File: src/rtl/spi_reg_ctrl_pkg.sv
// Shared types and constants for the SPI register-bank controller.
// Frame layout: {W, addr[6:0], data[7:0]}, MSB first.
package spi_reg_pkg;

    localparam logic [1:0] IDLE   = 2'd0;
    localparam logic [1:0] DECODE = 2'd1;
    localparam logic [1:0] EXEC   = 2'd2;
    localparam logic [1:0] RESP   = 2'd3;

    localparam int W_BIT    = 15;
    localparam int ADDR_MSB = 14;
    localparam int ADDR_LSB = 8;

    localparam logic [7:0] CLEAR_KEY = 8'hA5;
    localparam logic [6:0] RO_LAST   = 7'd1;

    typedef struct packed {
        logic       w;
        logic [6:0] addr;
        logic [7:0] data;
    } cmd_t;

    typedef struct packed {
        logic       err;
        logic       w;
        logic       bad;
        logic [4:0] cnt;
        logic [7:0] rdata;
    } resp_t;

    function automatic cmd_t split_frame(
        input logic [15:0] f
    );
        cmd_t c;
        c.w    = f[W_BIT];
        c.addr = f[ADDR_MSB:ADDR_LSB];
        c.data = f[ADDR_LSB-1:0];
        return c;
    endfunction

endpackage

File: src/rtl/spi_reg_ctrl_if.sv
// Word-level link between the SPI slave engine and the register controller.
// The engine (master modport) presents frames; the controller answers.
interface spi_reg_ctrl_if #(
    parameter int FRAME_W = 16
);

    logic [FRAME_W-1:0] frame_in;
    logic               frame_ready;
    logic [FRAME_W-1:0] frame_out;

    modport master (
        output frame_in,
        output frame_ready,
        input  frame_out
    );

    modport slave (
        input  frame_in,
        input  frame_ready,
        output frame_out
    );

endinterface

File: src/rtl/spi_reg_ctrl_bank.sv
// Register array with one write port and a read mux that overlays
// the ID constant at address 0 and live status at address 1.
module spi_reg_bank
    import spi_reg_pkg::*;
#(
    parameter int         NREGS    = 16,
    parameter logic [7:0] ID_VALUE = 8'h5A
) (
    input  logic               clk,
    input  logic               rst_n,
    input  logic               we,
    input  logic [6:0]         waddr,
    input  logic [7:0]         wdata,
    input  logic [6:0]         raddr,
    input  logic [7:0]         hw_status,
    output logic [7:0]         rdata,
    output logic [NREGS*8-1:0] regs_flat
);

    localparam int AW = (NREGS > 1) ? $clog2(NREGS) : 1;
    localparam logic [7:0] NREGS_B = 8'(NREGS);

    logic [7:0] mem [NREGS];
    logic       w_ok;
    logic       r_ok;

    // Slots 0 and 1 are overlaid on read, so their storage never changes.
    assign w_ok = we
               && (waddr > RO_LAST)
               && ({1'b0, waddr} < NREGS_B);

    assign r_ok = (raddr > RO_LAST)
               && ({1'b0, raddr} < NREGS_B);

    always_ff @(posedge clk or negedge rst_n) begin
        if (!rst_n) begin
            for (int k = 0; k < NREGS; k++) begin
                mem[k] <= '0;
            end
        end else if (w_ok) begin
            mem[waddr[AW-1:0]] <= wdata;
        end
    end

    always_comb begin
        rdata = 8'hFF;
        unique case (1'b1)
            (raddr == 7'd0):    rdata = ID_VALUE;
            (raddr == RO_LAST): rdata = hw_status;
            r_ok:               rdata = mem[raddr[AW-1:0]];
            default:            rdata = 8'hFF;
        endcase
    end

    for (genvar k = 0; k < NREGS; k++) begin : g_flat
        assign regs_flat[8*k +: 8] = mem[k];
    end

endmodule

File: src/rtl/spi_reg_ctrl.sv
// Turns each SPI frame into a register read/write and stages the
// response word {err, W, bad, frame_cnt, rdata} for the next frame.
module spi_reg_ctrl
    import spi_reg_pkg::*;
#(
    parameter int         FRAME_W  = 16,
    parameter int         NREGS    = 16,
    parameter logic [7:0] ID_VALUE = 8'h5A
) (
    input  logic               clk,
    input  logic               rst_n,
    spi_reg_ctrl_if.slave      bus,
    input  logic [7:0]         hw_status,
    output logic [NREGS*8-1:0] regs_flat,
    output logic               wr_stb,
    output logic [6:0]         wr_addr,
    output logic [7:0]         wr_data,
    output logic               busy
);

    localparam logic [7:0] NREGS_B = 8'(NREGS);

    logic [1:0]         state;
    logic               rdy_q;
    cmd_t               cmd_q;
    logic               bad_q;
    logic               err_q;
    logic [4:0]         cnt_q;
    logic [7:0]         rdata_q;
    logic [FRAME_W-1:0] fo_q;

    logic       rise;
    logic       is_key;
    logic       bad_c;
    logic       bank_we;
    logic [7:0] bank_rdata;
    logic [4:0] cnt_nxt;
    resp_t      resp;

    assign rise = bus.frame_ready & ~rdy_q;

    // The clear key is the one legal write into the read-only window.
    assign is_key = cmd_q.w
                 && (cmd_q.addr == 7'd0)
                 && (cmd_q.data == CLEAR_KEY);

    assign bad_c = ({1'b0, cmd_q.addr} >= NREGS_B)
                || (cmd_q.w
                    && (cmd_q.addr <= RO_LAST)
                    && !is_key);

    assign bank_we = (state == EXEC)
                  && cmd_q.w
                  && !bad_q
                  && !is_key;

    assign cnt_nxt = cnt_q + 5'd1;

    always_comb begin
        resp.err   = err_q;
        resp.w     = cmd_q.w;
        resp.bad   = bad_q;
        resp.cnt   = cnt_nxt;
        resp.rdata = rdata_q;
    end

    assign bus.frame_out = fo_q;
    assign busy          = (state != IDLE);

    spi_reg_bank #(
        .NREGS    (NREGS),
        .ID_VALUE (ID_VALUE)
    ) u_bank (
        .clk       (clk),
        .rst_n     (rst_n),
        .we        (bank_we),
        .waddr     (cmd_q.addr),
        .wdata     (cmd_q.data),
        .raddr     (cmd_q.addr),
        .hw_status (hw_status),
        .rdata     (bank_rdata),
        .regs_flat (regs_flat)
    );

    always_ff @(posedge clk or negedge rst_n) begin
        if (!rst_n) begin
            state   <= IDLE;
            rdy_q   <= 1'b1;
            cmd_q   <= '0;
            bad_q   <= 1'b0;
            err_q   <= 1'b0;
            cnt_q   <= '0;
            rdata_q <= '0;
            fo_q    <= '0;
            wr_stb  <= 1'b0;
            wr_addr <= '0;
            wr_data <= '0;
        end else begin
            rdy_q  <= bus.frame_ready;
            wr_stb <= 1'b0;
            unique case (state)
                IDLE: begin
                    if (rise) begin
                        cmd_q <= split_frame(
                            bus.frame_in[15:0]);
                        state <= DECODE;
                    end
                end
                DECODE: begin
                    bad_q <= bad_c;
                    state <= EXEC;
                end
                EXEC: begin
                    state <= RESP;
                    if (bad_q) begin
                        err_q   <= 1'b1;
                        rdata_q <= 8'hFF;
                    end else if (cmd_q.w) begin
                        wr_stb  <= 1'b1;
                        wr_addr <= cmd_q.addr;
                        wr_data <= cmd_q.data;
                        rdata_q <= cmd_q.data;
                        if (is_key) begin
                            err_q <= 1'b0;
                            cnt_q <= '0;
                        end
                    end else begin
                        rdata_q <= bank_rdata;
                    end
                end
                RESP: begin
                    fo_q  <= FRAME_W'(resp);
                    cnt_q <= cnt_nxt;
                    state <= IDLE;
                end
                default: state <= IDLE;
            endcase
        end
    end

endmodule
File: src/flat_wrapper.sv
// flat-port wrapper written by rule: the top's interface ports become plain ports
module spi_reg_ctrl_flat import spi_reg_pkg::*;
#(
    parameter int         FRAME_W  = 16,
    parameter int         NREGS    = 16,
    parameter logic [7:0] ID_VALUE = 8'h5A
)
  (clk, rst_n, hw_status, regs_flat, wr_stb, wr_addr, wr_data, busy, bus_frame_in, bus_frame_ready, bus_frame_out);
  spi_reg_ctrl_if #(.FRAME_W(FRAME_W)) bus_i ();
  input  logic clk;
  input  logic rst_n;
  input  logic [7:0] hw_status;
  output logic [NREGS*8-1:0] regs_flat;
  output logic wr_stb;
  output logic [6:0] wr_addr;
  output logic [7:0] wr_data;
  output logic busy;
  input wire logic [$bits(bus_i.frame_in)-1:0] bus_frame_in;
  input wire logic [$bits(bus_i.frame_ready)-1:0] bus_frame_ready;
  output wire logic [$bits(bus_i.frame_out)-1:0] bus_frame_out;
  assign bus_i.frame_in = bus_frame_in;
  assign bus_i.frame_ready = bus_frame_ready;
  assign bus_frame_out = bus_i.frame_out;
  spi_reg_ctrl #(.FRAME_W(FRAME_W), .NREGS(NREGS), .ID_VALUE(ID_VALUE)) u_core (.clk(clk), .rst_n(rst_n), .bus(bus_i), .hw_status(hw_status), .regs_flat(regs_flat), .wr_stb(wr_stb), .wr_addr(wr_addr), .wr_data(wr_data), .busy(busy));
endmodule
File: config.mk
export PLATFORM = sky130hd
export DESIGN_NAME = spi_reg_ctrl_flat
export DESIGN_NICKNAME = d
export VERILOG_FILES = /design/src/rtl/spi_reg_ctrl_pkg.sv /design/src/rtl/spi_reg_ctrl_if.sv /design/src/rtl/spi_reg_ctrl_bank.sv /design/src/rtl/spi_reg_ctrl.sv /design/src/flat_wrapper.sv
export SDC_FILE = /design/constraint.sdc
export NUM_CORES = 1
export LEC_CHECK = 0
export CAP_MARGIN = 15
export CORE_MARGIN = 2
export CORE_UTILIZATION = 46
export DETAILED_ROUTE_END_ITERATION = 7
export PLACE_DENSITY_LB_ADDON = 0.12
export SYNTH_ARGS = -nofsm -noshare
export SYNTH_HDL_FRONTEND = slang
export SYNTH_SLANG_ARGS = --single-unit
File: constraint.sdc
create_clock -name clk -period 3.3 [get_ports clk]
set_clock_uncertainty 0.15 [all_clocks]
set_input_delay 0.495 -clock clk [delete_from_list [all_inputs] [get_ports clk]]
set_output_delay 0.495 -clock clk [all_outputs]
set_load 0.01 [all_outputs]
After elaboration in Yosys (flattened, before gate mapping)
Cells that the tools add are included.
Widths: inputs -> output; s select.
{"block": "op_classes", "add_sub_neg": 1, "n_lt_le_gt_ge": 6, "eq_ne": 9, "mux": 21, "bitwise": 4, "n_reduce_logical": 24}
{"operator": "$bwmux 128", "count": 1}
{"operator": "$mux 8", "count": 5}
{"operator": "$bmux 8 s4", "count": 1}
{"operator": "$demux 8 s4", "count": 1}
{"operator": "$pmux 8 s3", "count": 1}
{"operator": "$mux 5", "count": 3}
{"operator": "$logic_and 1x1->1", "count": 11}
{"operator": "$pmux 5 s2", "count": 1}
{"operator": "$eq 8x8->1 const B", "count": 1}
{"operator": "$pmux 2 s4", "count": 1}
{"operator": "$reduce_bool 2->1", "count": 4}
{"operator": "$eq 7x1->1 const B", "count": 1}
{"operator": "$ge 7x5->1 const B", "count": 1}
{"operator": "$gt 7x1->1 const B", "count": 1}
{"operator": "$le 7x1->1 const B", "count": 1}
{"operator": "$logic_not 7->1", "count": 1}
{"operator": "$lt 7x5->1 const B", "count": 1}
{"operator": "$mux 1", "count": 6}
{"operator": "$ne 2x1->1 const B", "count": 3}
{"operator": "$reduce_and 3->1", "count": 2}
{"operator": "$add 5x1->5 const B", "count": 1}
{"operator": "$ge 5x5->1 const B", "count": 1}
{"operator": "$lt 5x1->1 const B", "count": 1}
{"operator": "$not 4->5", "count": 1}
{"operator": "11 further kinds", "count": 14}
{"block": "totals", "register_bits": 194, "out_inout_bits": 161}

Depth between registers and ports, before layout
{"block": "logic_depth", "ltp_word": 7, "depth_mapped": 7, "depth_no_buf": 6}

Cells and area by module
From an unflattened synthesis, not the netlist that was laid out.
{"block": "hier_totals", "cells_unflattened": 619, "hier_area_um2": 8533.2}
{"module": "spi_reg_bank", "n_inst": 1, "cells_per_inst": 382, "area_per_inst_um2": 5754.3, "seq_area_each_um2": 3203.1}
{"module": "spi_reg_ctrl", "n_inst": 1, "cells_per_inst": 237, "area_per_inst_um2": 2778.9, "seq_area_each_um2": 1652.8}

Worst setup path after synthesis
OpenSTA, ideal clock, no wires.
{"block": "synth_path", "path_type": "register to register", "from": "register u_core.state[0]", "to": "register u_core.u_bank.mem, in the netlist u_core.u_bank.regs_flat[120]", "t_arrival_ns": 1.851, "required_time_ns": 3.025, "setup_slack_ns": 1.174, "stages_incl_launch_ff": 8, "path_buffers": 1, "synth_period_minus_slack_ns": 2.126, "cell_sequence": "dfrtp_1 -> inv_1 -> ha_1 -> nand4b_2 -> nor2_1 -> and3_1 -> buf_4 -> mux2_2"}
{"block": "synth_between", "elab_chain_cells": 6}
{"element": "start, declared", "line_no": "spi_reg_ctrl.sv:23", "rtl": "logic [1:0] state;"}
{"element": "start signal, assigned", "line_no": "spi_reg_ctrl.sv:87", "rtl": "state <= IDLE;"}
{"element": "start signal, assigned", "line_no": "spi_reg_ctrl.sv:106", "rtl": "state <= DECODE;"}
{"element": "start signal, assigned", "line_no": "spi_reg_ctrl.sv:111", "rtl": "state <= EXEC;"}
{"element": "$eq 2x2->1", "line_no": "spi_reg_ctrl.sv:52", "rtl": "assign bank_we = (state == EXEC)"}
{"element": "$logic_and 1x1->1", "line_no": "spi_reg_ctrl.sv:53", "rtl": "&& cmd_q.w"}
{"element": "$logic_and 1x1->1", "line_no": "spi_reg_ctrl.sv:54", "rtl": "&& !bad_q"}
{"element": "$logic_and 1x1->1", "line_no": "spi_reg_ctrl.sv:55", "rtl": "&& !is_key;"}
{"element": "$logic_and 1x1->1", "line_no": "spi_reg_ctrl_bank.sv:29", "rtl": "&& (waddr > RO_LAST)"}
{"element": "$logic_and 1x1->1", "line_no": "spi_reg_ctrl_bank.sv:30", "rtl": "&& ({1'b0, waddr} < NREGS_B);"}
{"element": "end signal, assigned by index", "line_no": "spi_reg_ctrl_bank.sv:41", "rtl": "mem[waddr[AW-1:0]] <= wdata;"}
{"element": "end, declared", "line_no": "spi_reg_ctrl_bank.sv:23", "rtl": "logic [7:0] mem [NREGS];"}
Every way passes these cells.
A chain may end at the register's enable or synchronous reset.

Worst setup path in the final report
{"block": "layout_path", "from": "register u_core.state[0]", "to": "register u_core.u_bank.mem, in the netlist u_core.u_bank.regs_flat[126]"}
Same word-level chain as after synthesis.

==> metrics.csv <==
metric,value,unit
vias in the first global route,6054,
FF-to-FF End,u_core.u_bank.regs_flat[126],
Levels on crit path,6,
DR iter-0 viols,252,
DR vias,5854,
proportion of synthesized flip-flops having asynchronous set or reset,100.0,%
first-pass GRT wire length,36.03,mm
Post-CTS Hold Buffers,1,
Final HPWL DP,16.46,mm
Max Fanout on Critical Path,14,
initial antenna violation count,0,
"FF+latch count, synth",194,
Static Leak,5.053,nW
Worst Setup Start Kind,register,
CTS Root Buffer Type,clkbuf_16,
"Top FF cell, synth",dfrtp_1,
CP required,3.47,ns
syn_area_per_cell,13.42,sq um
"commonest non-fill, non-tap cells in the layout","dfrtp_1, clkdlybuf4s50_1, mux2_2, mux2i_1, nand2_1",
clock tree sinks,194,
status,finished clean,
total iterations of the first detailed-routing run,5,
Syn-to-layout area delta,31.25,%
Max-cap violations,0,
std cell rows,49,
Area contributors post-synth,"dfrtp_1, mux2_2, mux2i_1",
Max IR drop VDD,432.8,uV
CTS Buf Count,17,
Setup crit start,u_core.state[0],
crit path capture type,register,
start point of the worst hold path,u_core.u_bank.regs_flat[5],
cells on worst reg2reg path,6,
CP bufs+invs,1,
flop-to-flop setup slack,0.62,ns
Initial Util,47.13,%
worst hold-check path type,register to register,
DR vias/cell,5.618,
largest area contributor in the netlist,dfrtp_1,
P per Cell Area,730.8,mW/mm^2
Yosys top cell area share,56.85,%
"most common cell after layout, fill and taps aside",dfrtp_1,
largest net degree at the start of global routing,72,
crit path kind,register to register,
worst skew pair latency,0.44,ns
hold depth,0,
total power,8.149,mW
"Gates resized, CTS repair",0,
ANT cells,0,
Ports,188,
Worst-path clk slew,0.07,ns
# H-tree levels,4,
buffer depth of the longest clock path,2,
Post-synth EDFFs,0,
Post-route DRC,0,
gpl congestion,0.9297,
Fin Setup TNS,0,ns
post-layout net count,832,
"delay-heaviest family, CP",simple AND/OR/NAND/NOR gates,
global-route usage over all layers,24.41,%
Antenna Nets Post-Route,0,
Syn Inst Count,633,
register area share after synthesis,57.16,%
port bufs,187,
WP data arrival,2.86,ns
RSZ-0062 raised after global routing,no,
Max Slew Vio Count,0,
TritonCTS clock tree,built,
Final Hold Fails,0,
WL final,23.35,mm
CP max stage cell,and3_1,
fmax,0.3726,GHz
r2r startpoint,u_core.state[0],
CORE AREA,0.01802,sq mm
dpl cell area,0.01056,sq mm
die extent in x,139.9,um
mapped cell area,0.008496,sq mm
Final setup viols,0,
Die Ht,139.9,um
worst slew pin tran,0.7995,ns
final core occ,61.86,%
fin crit share,81.33,%
crit-path cells,inv_1 > ha_1 > nand4b_2 > nor2_1 > and3_1 > mux2_2,
Post-CTS Setup Repair Bufs,0,
Overflow after GRT,0,
max incr delay on CP,0.42,ns
layout cell share with drive strength beyond 1,27.92,%
Final Critical Period,2.684,ns
"Design Area, Final",0.01115,sq mm
hold worst-path end,u_core.u_bank.regs_flat[5],
Routed WL per cell,22.40,um
Post-Synthesis Net Count,665,
Yosys cell types,48,
die footprint,0.01957,sq mm
slew margin rel.,46.57,%
yosys warns,0,
[final cells by class]
| type | instances | area [sq um] |
|---|---|---|
| clock inverters | 14 | 142.6 |
| multi-input cells | 377 | 3390 |
| well taps | 229 | 286.5 |
| fillers | 1424 | 6874 |
| clock buffers | 18 | 439.2 |
| inverters | 8 | 30.03 |
| flip-flops and latches | 194 | 4860 |
| repair buffers | 202 | 2003 |
[report_power, final]
part           internal, mW  switching [mW]  total (mW)
Sequential             2.81           0.586        3.39
Combinational          1.31            1.39        2.70
Clock                  1.08           0.970        2.05
[synthesized netlist by cell type, types with 2 or more instances]
| cell | number |
|---|---|
| o22ai_1 | 3 |
| nor3_1 | 3 |
| nor3_2 | 3 |
| nor2_1 | 8 |
| buf_1 | 5 |
| a211oi_1 | 5 |
| o41ai_1 | 4 |
| mux2_2 | 157 |
| a21oi_1 | 14 |
| and3_1 | 2 |
| mux2i_1 | 49 |
| nand4_1 | 3 |
| a22o_1 | 3 |
| nor4b_1 | 2 |
| buf_2 | 5 |
| o2bb2ai_1 | 2 |
| a22oi_1 | 18 |
| nor2b_1 | 8 |
| nor3b_2 | 2 |
| nand2b_1 | 3 |
| o21ai_0 | 15 |
| dfrtp_1 | 193 |
| nand3_2 | 3 |
| and3b_1 | 4 |
| nand2_2 | 6 |
| a31oi_1 | 7 |
| a221oi_1 | 2 |
| inv_1 | 8 |
| ha_1 | 5 |
| clkbuf_1 | 41 |
| buf_4 | 3 |
| nand3_1 | 8 |
| or2_2 | 3 |
| nand2_1 | 21 |
| nor3b_1 | 2 |
[logic make-up after synthesis]
family / Yosys count / share of synthesized area [%]
multiplexers: 206 / 26.58
buffers and inverters: 62 / 2.946
adder cells (fa/ha/maj): 5 / 0.7364
AND/OR/NAND/NOR: 86 / 6.259
AO/OA/AOI/OAI: 80 / 6.318
flip-flops: 194 / 57.16
[worst register-to-register path: stages, from the launching register on]
cell and delay, ns:
dfrtp_1 0.41, inv_1 0.09, ha_1 0.41, nand4b_2 0.32, nor2_1 0.39, and3_1 0.42, mux2_2 0.38
[layer usage]
metal / wire length, um / global-route usage [%] / vias up
met1: 10020 / 31.95 / 2983
met3: 1530 / 6.838 / 38
met2: 11260 / 39.46 / 202
li1: - / - / 2631
met5: 0 / 0 / -
met4: 537 / 8.263 / 0
[per-stage QoR]
step | setup WS [ns] | std cells | hold slack [ns]
after floorplan | 1.174 | 633 | 0.04941
after global placement | 0.7516 | 1009 | 0.2138
after detailed placement | 0.6419 | 1009 | 0.2145
after CTS | 0.6378 | 1042 | 0.2315
after global routing | 0.3978 | 1042 | 0.2467
final | 0.6160 | 1042 | 0.2276
[how the worst max path moves through the flow]
stage / to / slack [ns]
2_1_floorplan: u_core.u_bank.regs_flat[120] / 1.17
3_3_place_gp: u_core.u_bank.regs_flat[124] / 0.75
3_5_place_dp: u_core.u_bank.regs_flat[126] / 0.64
4_1_cts: u_core.u_bank.regs_flat[126] / 0.64
5_1_grt: u_core.u_bank.regs_flat[126] / 0.40
6_report: u_core.u_bank.regs_flat[126] / 0.62
[flip-flops by register name, summed over array words and instances, names as in the netlist, 2 cells and up]
name / cells
u_core.state: 2
u_core.u_bank.regs_flat: 128
u_core.cmd_q: 16
u_core.wr_data: 8
u_core.bus.frame_out: 16
u_core.wr_addr: 7
u_core.rdata_q: 8
u_core.cnt_q: 5
Note: power is estimated with default switching activity, not from simulation.
